==> config.mk <==
export PLATFORM = sky130hd
export DESIGN_NAME = pipe_stage_reg
export DESIGN_NICKNAME = d
export VERILOG_FILES = /design/src/rtl/pipe_pkg.sv /design/src/rtl/pipe_skid_buf.sv /design/src/rtl/pipe_stage_reg.sv
export SDC_FILE = /design/constraint.sdc
export NUM_CORES = 1
export LEC_CHECK = 0
export BUFFER_PORTS_ARGS = -buffer_cell sky130_fd_sc_hd__buf_4
export CAP_MARGIN = 20
export CORE_UTILIZATION = 40
export DETAILED_ROUTE_END_ITERATION = 12
export PLACE_DENSITY = 0.75
export SETUP_SLACK_MARGIN = 0.5
export SLEW_MARGIN = 0
export SYNTH_ARGS = -nofsm -noshare
export SYNTH_HDL_FRONTEND = slang
export SYNTH_SLANG_ARGS = --single-unit
==> constraint.sdc <==
create_clock -name clk -period 1.9 [get_ports clk]
set_clock_uncertainty 0.2 [all_clocks]
set_input_delay 0 -clock clk [delete_from_list [all_inputs] [get_ports clk]]
set_output_delay 0 -clock clk [all_outputs]
set_load 0.01 [all_outputs]
==> src/rtl/pipe_pkg.sv <==
// Shared pipeline definitions: core widths, control bit positions, the MEM/WB
// payload layout and the state encoding of the two-entry skid store.
package pipe_pkg;

    localparam int XLEN          = 64;
    localparam int REG_IDX_W     = 5;
    localparam int MEMWB_CTRL_W  = 2;

    localparam int CTRL_REGWRITE = 0;
    localparam int CTRL_MEMTOREG = 1;

    typedef struct packed {
        logic [MEMWB_CTRL_W-1:0] ctrl;
        logic [XLEN-1:0]         data1;
        logic [XLEN-1:0]         data0;
        logic [REG_IDX_W-1:0]    rd;
    } memwb_payload_t;

    // bit0 = main entry valid, bit1 = skid entry valid
    typedef enum logic [1:0] {
        SKID_EMPTY = 2'b00,
        SKID_MAIN  = 2'b01,
        SKID_FULL  = 2'b11
    } skid_state_t;

endpackage

==> src/rtl/pipe_skid_buf.sv <==
// Two-entry main+skid store. in_ready comes straight from the skid-valid flop,
// so there is no combinational path from out_ready to in_ready.
//
//   state      | meaning
//   SKID_EMPTY | nothing held, output idle
//   SKID_MAIN  | main entry holds a beat, skid free
//   SKID_FULL  | main and skid both hold beats, upstream stalled
module pipe_skid_buf
    import pipe_pkg::*;
#(
    parameter int PAYLOAD_W = 8
) (
    input  logic                 clk,
    input  logic                 reset,
    input  logic                 flush,
    input  logic                 in_valid,
    output logic                 in_ready,
    input  logic [PAYLOAD_W-1:0] in_payload,
    output logic                 out_valid,
    input  logic                 out_ready,
    output logic [PAYLOAD_W-1:0] out_payload
);

    skid_state_t          state_q;
    skid_state_t          state_d;
    logic [PAYLOAD_W-1:0] main_q;
    logic [PAYLOAD_W-1:0] skid_q;
    logic                 load_main_in;
    logic                 load_main_skid;
    logic                 load_skid;

    assign out_valid   = state_q[0];
    assign in_ready    = !state_q[1];
    assign out_payload = main_q;

    always_ff @(posedge clk) begin
        if (reset) begin
            state_q <= SKID_EMPTY;
        end else begin
            state_q <= state_d;
        end
    end

    // A flush drops both entries; a beat accepted in that cycle is simply not stored.
    always_comb begin
        state_d        = state_q;
        load_main_in   = 1'b0;
        load_main_skid = 1'b0;
        load_skid      = 1'b0;
        if (flush) begin
            state_d = SKID_EMPTY;
        end else begin
            case (state_q)
                SKID_EMPTY: begin
                    if (in_valid) begin
                        load_main_in = 1'b1;
                        state_d      = SKID_MAIN;
                    end
                end
                SKID_MAIN: begin
                    if (out_ready) begin
                        if (in_valid) begin
                            load_main_in = 1'b1;
                        end else begin
                            state_d = SKID_EMPTY;
                        end
                    end else if (in_valid) begin
                        load_skid = 1'b1;
                        state_d   = SKID_FULL;
                    end
                end
                SKID_FULL: begin
                    if (out_ready) begin
                        load_main_skid = 1'b1;
                        state_d        = SKID_MAIN;
                    end
                end
                default: begin
                    state_d = SKID_EMPTY;
                end
            endcase
        end
    end

    always_ff @(posedge clk) begin
        if (reset) begin
            main_q <= '0;
            skid_q <= '0;
        end else begin
            if (load_main_in) begin
                main_q <= in_payload;
            end else if (load_main_skid) begin
                main_q <= skid_q;
            end
            if (load_skid) begin
                skid_q <= in_payload;
            end
        end
    end

endmodule

==> src/rtl/pipe_stage_reg.sv <==
// Elastic pipeline stage register with flush, bubble gating and a saturating
// stall counter. Define PIPE_STAGE_SKID_EN to build in the registered-ready skid entry.
module pipe_stage_reg
    import pipe_pkg::*;
#(
    parameter int DATA_W   = XLEN,
    parameter int NUM_DATA = 2,
    parameter int CTRL_W   = 2,
    parameter int RD_W     = REG_IDX_W,
    parameter int CNT_W    = 16
) (
    input  logic                       clk,
    input  logic                       reset,
    input  logic                       flush,
    input  logic                       in_valid,
    output logic                       in_ready,
    input  logic [CTRL_W-1:0]          in_ctrl,
    input  logic [NUM_DATA*DATA_W-1:0] in_data,
    input  logic [RD_W-1:0]            in_rd,
    output logic                       out_valid,
    input  logic                       out_ready,
    output logic [CTRL_W-1:0]          out_ctrl,
    output logic [NUM_DATA*DATA_W-1:0] out_data,
    output logic [RD_W-1:0]            out_rd,
    output logic [CNT_W-1:0]           stall_cnt
);

    localparam int               LANES_W = NUM_DATA * DATA_W;
    localparam logic [CNT_W-1:0] CNT_MAX = '1;

    logic               held_valid;
    logic [CTRL_W-1:0]  held_ctrl;
    logic [LANES_W-1:0] held_data;
    logic [RD_W-1:0]    held_rd;
    logic [CNT_W-1:0]   stall_cnt_q;

`ifdef PIPE_STAGE_SKID_EN
    localparam int PAYLOAD_W = CTRL_W + LANES_W + RD_W;

    logic [PAYLOAD_W-1:0] held_payload;

    pipe_skid_buf #(
        .PAYLOAD_W (PAYLOAD_W)
    ) u_skid (
        .clk         (clk),
        .reset       (reset),
        .flush       (flush),
        .in_valid    (in_valid),
        .in_ready    (in_ready),
        .in_payload  ({in_ctrl, in_data, in_rd}),
        .out_valid   (held_valid),
        .out_ready   (out_ready),
        .out_payload (held_payload)
    );

    assign {held_ctrl, held_data, held_rd} = held_payload;
`else
    assign in_ready = !held_valid || out_ready;

    // Payload only loads on accept, so bubbles and flushes leave data/rd untouched.
    always_ff @(posedge clk) begin
        if (reset) begin
            held_valid <= 1'b0;
            held_ctrl  <= '0;
            held_data  <= '0;
            held_rd    <= '0;
        end else if (flush) begin
            held_valid <= 1'b0;
        end else if (in_ready) begin
            held_valid <= in_valid;
            if (in_valid) begin
                held_ctrl <= in_ctrl;
                held_data <= in_data;
                held_rd   <= in_rd;
            end
        end
    end
`endif

    // Gate control so RegWrite/MemtoReg can never fire on a bubble.
    assign out_valid = held_valid;
    assign out_ctrl  = held_valid ? held_ctrl : '0;
    assign out_data  = held_data;
    assign out_rd    = held_rd;
    assign stall_cnt = stall_cnt_q;

    always_ff @(posedge clk) begin
        if (reset) begin
            stall_cnt_q <= '0;
        end else if (held_valid && !out_ready && (stall_cnt_q != CNT_MAX)) begin
            stall_cnt_q <= stall_cnt_q + CNT_W'(1);
        end
    end

endmodule

==> metrics.cfg, run 1 <==
[status]
outcome=stopped before the end
stop_stage=5_1_grt
firstError=[ERROR DPL-0038] Utilization greater than 100%, impossible to legalize

[yosys]
ys_ff_latch=152
syn_inst=694
syn-num-nets=835
synth-main-ff-cell=dfxtp_1
avgSynthCellArea_um2=7.990
syn_area_mm2=0.005545
yosysWarningCount=0
yosysUniqueCellTypes=41
yosysSeqAreaShare=0.5487
synth_edf_count=0
async_flop_share=0

[floorplan]
die_y_um=119.7
io_pins=293
initial_core_util=0.4138
dieWidth_um=119.7
row_count=42

[timing]
worstEpCategory=register data pin
worst_endpoint=out_data[78]$_SDFFE_PP0P_/D

[place]
port_buffers=292
dpl.hpwl_mm=11.37
gp_congestion=0.8316

[global_route]
grt_max_degree=79

[clock_tree]
clockRootBuffer=clkbuf_16
clockBufferDepth=2
clock_sinks=152
cts_made_buffers=17
htreeDepth=4

-- synth_stat cells (3+ instances only) --
cell type	count	area, um^2
a31oi_1	3	18.77
nor3_1	4	20.02
a211oi_1	3	22.52
inv_1	4	15.01
nand2_1	274	1028
clkbuf_1	34	127.6
nand3_1	3	15.01
a21oi_1	141	705.7
nor3b_1	3	22.52
nand4_1	5	31.28
dfxtp_1	152	3043
o21ai_0	3	15.01
buf_2	15	75.07
mux2_4	3	45.04
nor4_1	3	18.77
nor2b_1	3	18.77
or4_1	3	22.52
nor2_1	8	30.03
-- repair_timing --
item | in CTS
hold endpoints to repair | 150
buffers inserted | 59
hold buffers | 138
resized for setup | 262
cloned | 41
setup endpoints to repair | 152
pin swaps | 170
-- logic make-up after synthesis --
family,count (synthesis),share of synthesized area
adders and majority gates,1,0.002256
and+or+nand+nor,322,0.2441
muxes,4,0.009927
buffers and inverters,55,0.04129
AOI/OAI and AO/OA,160,0.1537
DFF,152,0.5487
-- through the flow --
stage	std cells	cell area (um^2)	setup WS (ns)	util
4_1_cts	1397	12530	0.1797	0.9348
3_5_place_dp	1127	8060	0.1211	0.6015
3_3_place_gp	1127	8060	0.1365	0.6015
2_1_floorplan	694	5747	0.1925	-
==> run 2, diff against run 1 <==
--- a/config.mk
+++ b/config.mk
@@ -9,8 +9,7 @@
 export CAP_MARGIN = 20
 export CORE_UTILIZATION = 40
 export DETAILED_ROUTE_END_ITERATION = 12
-export PLACE_DENSITY = 0.75
-export SETUP_SLACK_MARGIN = 0.5
+export PLACE_DENSITY_LB_ADDON = 0.15
 export SLEW_MARGIN = 0
 export SYNTH_ARGS = -nofsm -noshare
 export SYNTH_HDL_FRONTEND = slang
==> constraint.sdc (replaced) <==
create_clock -name clk -period 2.47 [get_ports clk]
set_clock_uncertainty 0.2 [all_clocks]
set_input_delay 0 -clock clk [delete_from_list [all_inputs] [get_ports clk]]
set_output_delay 0 -clock clk [all_outputs]
set_load 0.01 [all_outputs]
==> run 2 against run 1 <==
Effect of this change: the flow now finishes without violations; synthesized cell count stayed put; area after synthesis did not move.
==> metrics.cfg, run 2 <==
[power_and_ir_drop]
powerDensity_mw_per_mm2=617.9
p_seq_frac=0.426
switching_share=0.2349
p_comb_frac=0.140
clkPwrFrac=0.434
p_int_mw=4.685
power_switching_mw=1.439
peakVddDrop_mv=0.6900
p_leak_nw=4.272

[place]
port_buffers=292
gp_congestion=0.7726
dpl.hpwl_mm=11.03
dp_slack_ns=0.3681

[status]
outcome=finished clean

[timing]
worstMarginPinSlew_ns=0.6384
finalSetupTns_ns=0
final.period_utilization=0.9014
finalHoldViolCount=0
timing.slew.headroom=0.5744
fmax_mhz=449.1
setup_viol=0
post-route-min-period_ns=2.227
rsz0062_at_grt=false
fin_ws_ns=0.2434
slew_viol_final=0

[cells_and_area]
final_nets=1248
drive_gt1_frac=0.3063
largest_reg_flops=128
final_cell_mix=buf_4 (299), nand2_1 (274), dfxtp_1 (152)
num_antenna_cells=0
fillers=924
syn_to_final_growth_pct=78.72
layout_commonest_cell=buf_4

[route]
drt_first_pass_iters=4
vias=6272
drt-total-wl_mm=19.29
via_per_inst=4.840
wire_per_inst_um=14.89
detailedRoute.firstIterationViolations=309
drc=0
ant_nets=0

[floorplan]
dieWidth_um=119.7
die_y_um=119.7
initial_core_util=0.4138
dieArea_mm2=0.01434
io_pins=293
row_count=42
design.core.area_mm2=0.01340

[yosys]
yosysTopAreaCellShare=0.5487
avgSynthCellArea_um2=7.990
synth-main-ff-cell=dfxtp_1
synthTopCellsByCount=nand2_1 (274), dfxtp_1 (152), a21oi_1 (141)
syn_area_mm2=0.005545
synth_edf_count=0
synthTopCellsByArea=dfxtp_1 (55%), nand2_1 (19%), a21oi_1 (13%), clkbuf_1 (2.3%), buf_2 (1.4%)
synth_area_leader_cell=dfxtp_1
yosysWarningCount=0
syn_inst=694
async_flop_share=0
yosysMostFrequentCell=nand2_1
syn-num-nets=835
ys_ff_latch=152
yosysUniqueCellTypes=41
yosysSeqAreaShare=0.5487

[clock_tree]
insertion_delay_ns=0.42
cts_tree=yes
htreeDepth=4
clockRootBuffer=clkbuf_16
clock_sinks=152
post_cts_buffers=0
clockBufferDepth=2
clkTransAtPathRegs_ns=0.06
cts_made_buffers=17

[global_route]
antenna_found_initial=0
grt_max_degree=93
overflow=0
grt_pass1_vias=6131
grt_use_total=0.2641
grt_pass1_wl_mm=29.98

[setup_path]
worstSetupPathType=reg -> reg
path_max_fanout=9
cp-start-kind=flop
endpoint_kind=flop
arrival_ns=2.37
cp.required_ns=2.62

[run]
cap_violations=0

[hold_path]
hold_class=in -> reg

-- run 2: through the flow --
stage / util / hold slack [ns] / power [mW] / instance area, um^2 / instances
global placement: 0.5881 / -0.01463 / 3.310 / 7881 / 1122
detailed placement: 0.5881 / -0.01415 / 3.317 / 7881 / 1122
CTS: 0.7396 / 0.06803 / 6.150 / 9911 / 1296
global route: 0.7396 / 0.09485 / 6.345 / 9911 / 1296
finish: 0.7396 / 0.06953 / 6.124 / 9911 / 1296
floorplan: - / -0.1272 / 2.922 / 5545 / 694
-- run 2: cell families after synthesis --
| logic type | Yosys count | synth area share |
|---|---|---|
| flip-flops | 152 | 0.5487 |
| AND/OR/NAND/NOR | 322 | 0.2441 |
| adder cells (fa/ha/maj) | 1 | 0.002256 |
| buffers and inverters | 55 | 0.04129 |
| AO/OA/AOI/OAI | 160 | 0.1537 |
| multiplexers | 4 | 0.009927 |
-- run 2: path summary, 6_finish.rpt --
path,start,end,slack [ns],depth (start not counted)
setup / recovery,out_valid$_SDFFE_PP0P_,held_ctrl[1]$_SDFFE_PP0P_,0.24,6
hold / removal,in_valid,held_ctrl[0]$_SDFFE_PP0P_,0.07,6
setup reg to reg,out_valid$_SDFFE_PP0P_,held_ctrl[1]$_SDFFE_PP0P_,0.24,6
hold reg to reg,out_data[100]$_SDFFE_PP0P_,out_data[100]$_SDFFE_PP0P_,0.25,2
-- run 2: worst max-delay path: stages, from the launching register on --
cell and delay [ns]:
dfxtp_1 0.36, nand2b_1 0.29, nor3b_2 0.38, buf_4 0.19
nand2_1 0.05, dlygate4sd3_1 0.55, a21oi_1 0.14
-- run 2: layer usage --
metal	share of wire	track usage	vias to the layer above	routed length (um)
met3	0.078	0.09030	38	1507
met4	0.024	0.1063	0	467
met2	0.52	0.4754	254	9942
li1	-	-	3114	-
met1	0.38	0.2805	2866	7373
met5	0	0	-	0
-- run 2: power by group through the flow --
stage / sequential, mW / clock, mW / combinational, mW
after floorplan: 2.71 / 0 / 0.214
after global placement: 2.66 / 0 / 0.654
after detailed placement: 2.66 / 0 / 0.657
after CTS: 2.61 / 2.70 / 0.840
after global routing: 2.62 / 2.81 / 0.918
final: 2.61 / 2.66 / 0.857
-- run 2: area by class of cell --
class / instances / area (um^2) / area share
clock inverter: 11 / 147.6 / 0.01490
timing repair buffer: 445 / 3746 / 0.3780
tap: 176 / 220.2 / 0.02222
inverter: 4 / 15.01 / 0.001515
clock buffer: 21 / 460.4 / 0.04646
multi-input combinational: 487 / 2278 / 0.2299
sequential: 152 / 3043 / 0.3070
-- run 2: what timing repair did --
action	CTS	global route
hold endpoints to repair	143	0
resized for setup	0	0
hold buffers	142	0
Note: power is estimated with default switching activity, not from simulation.
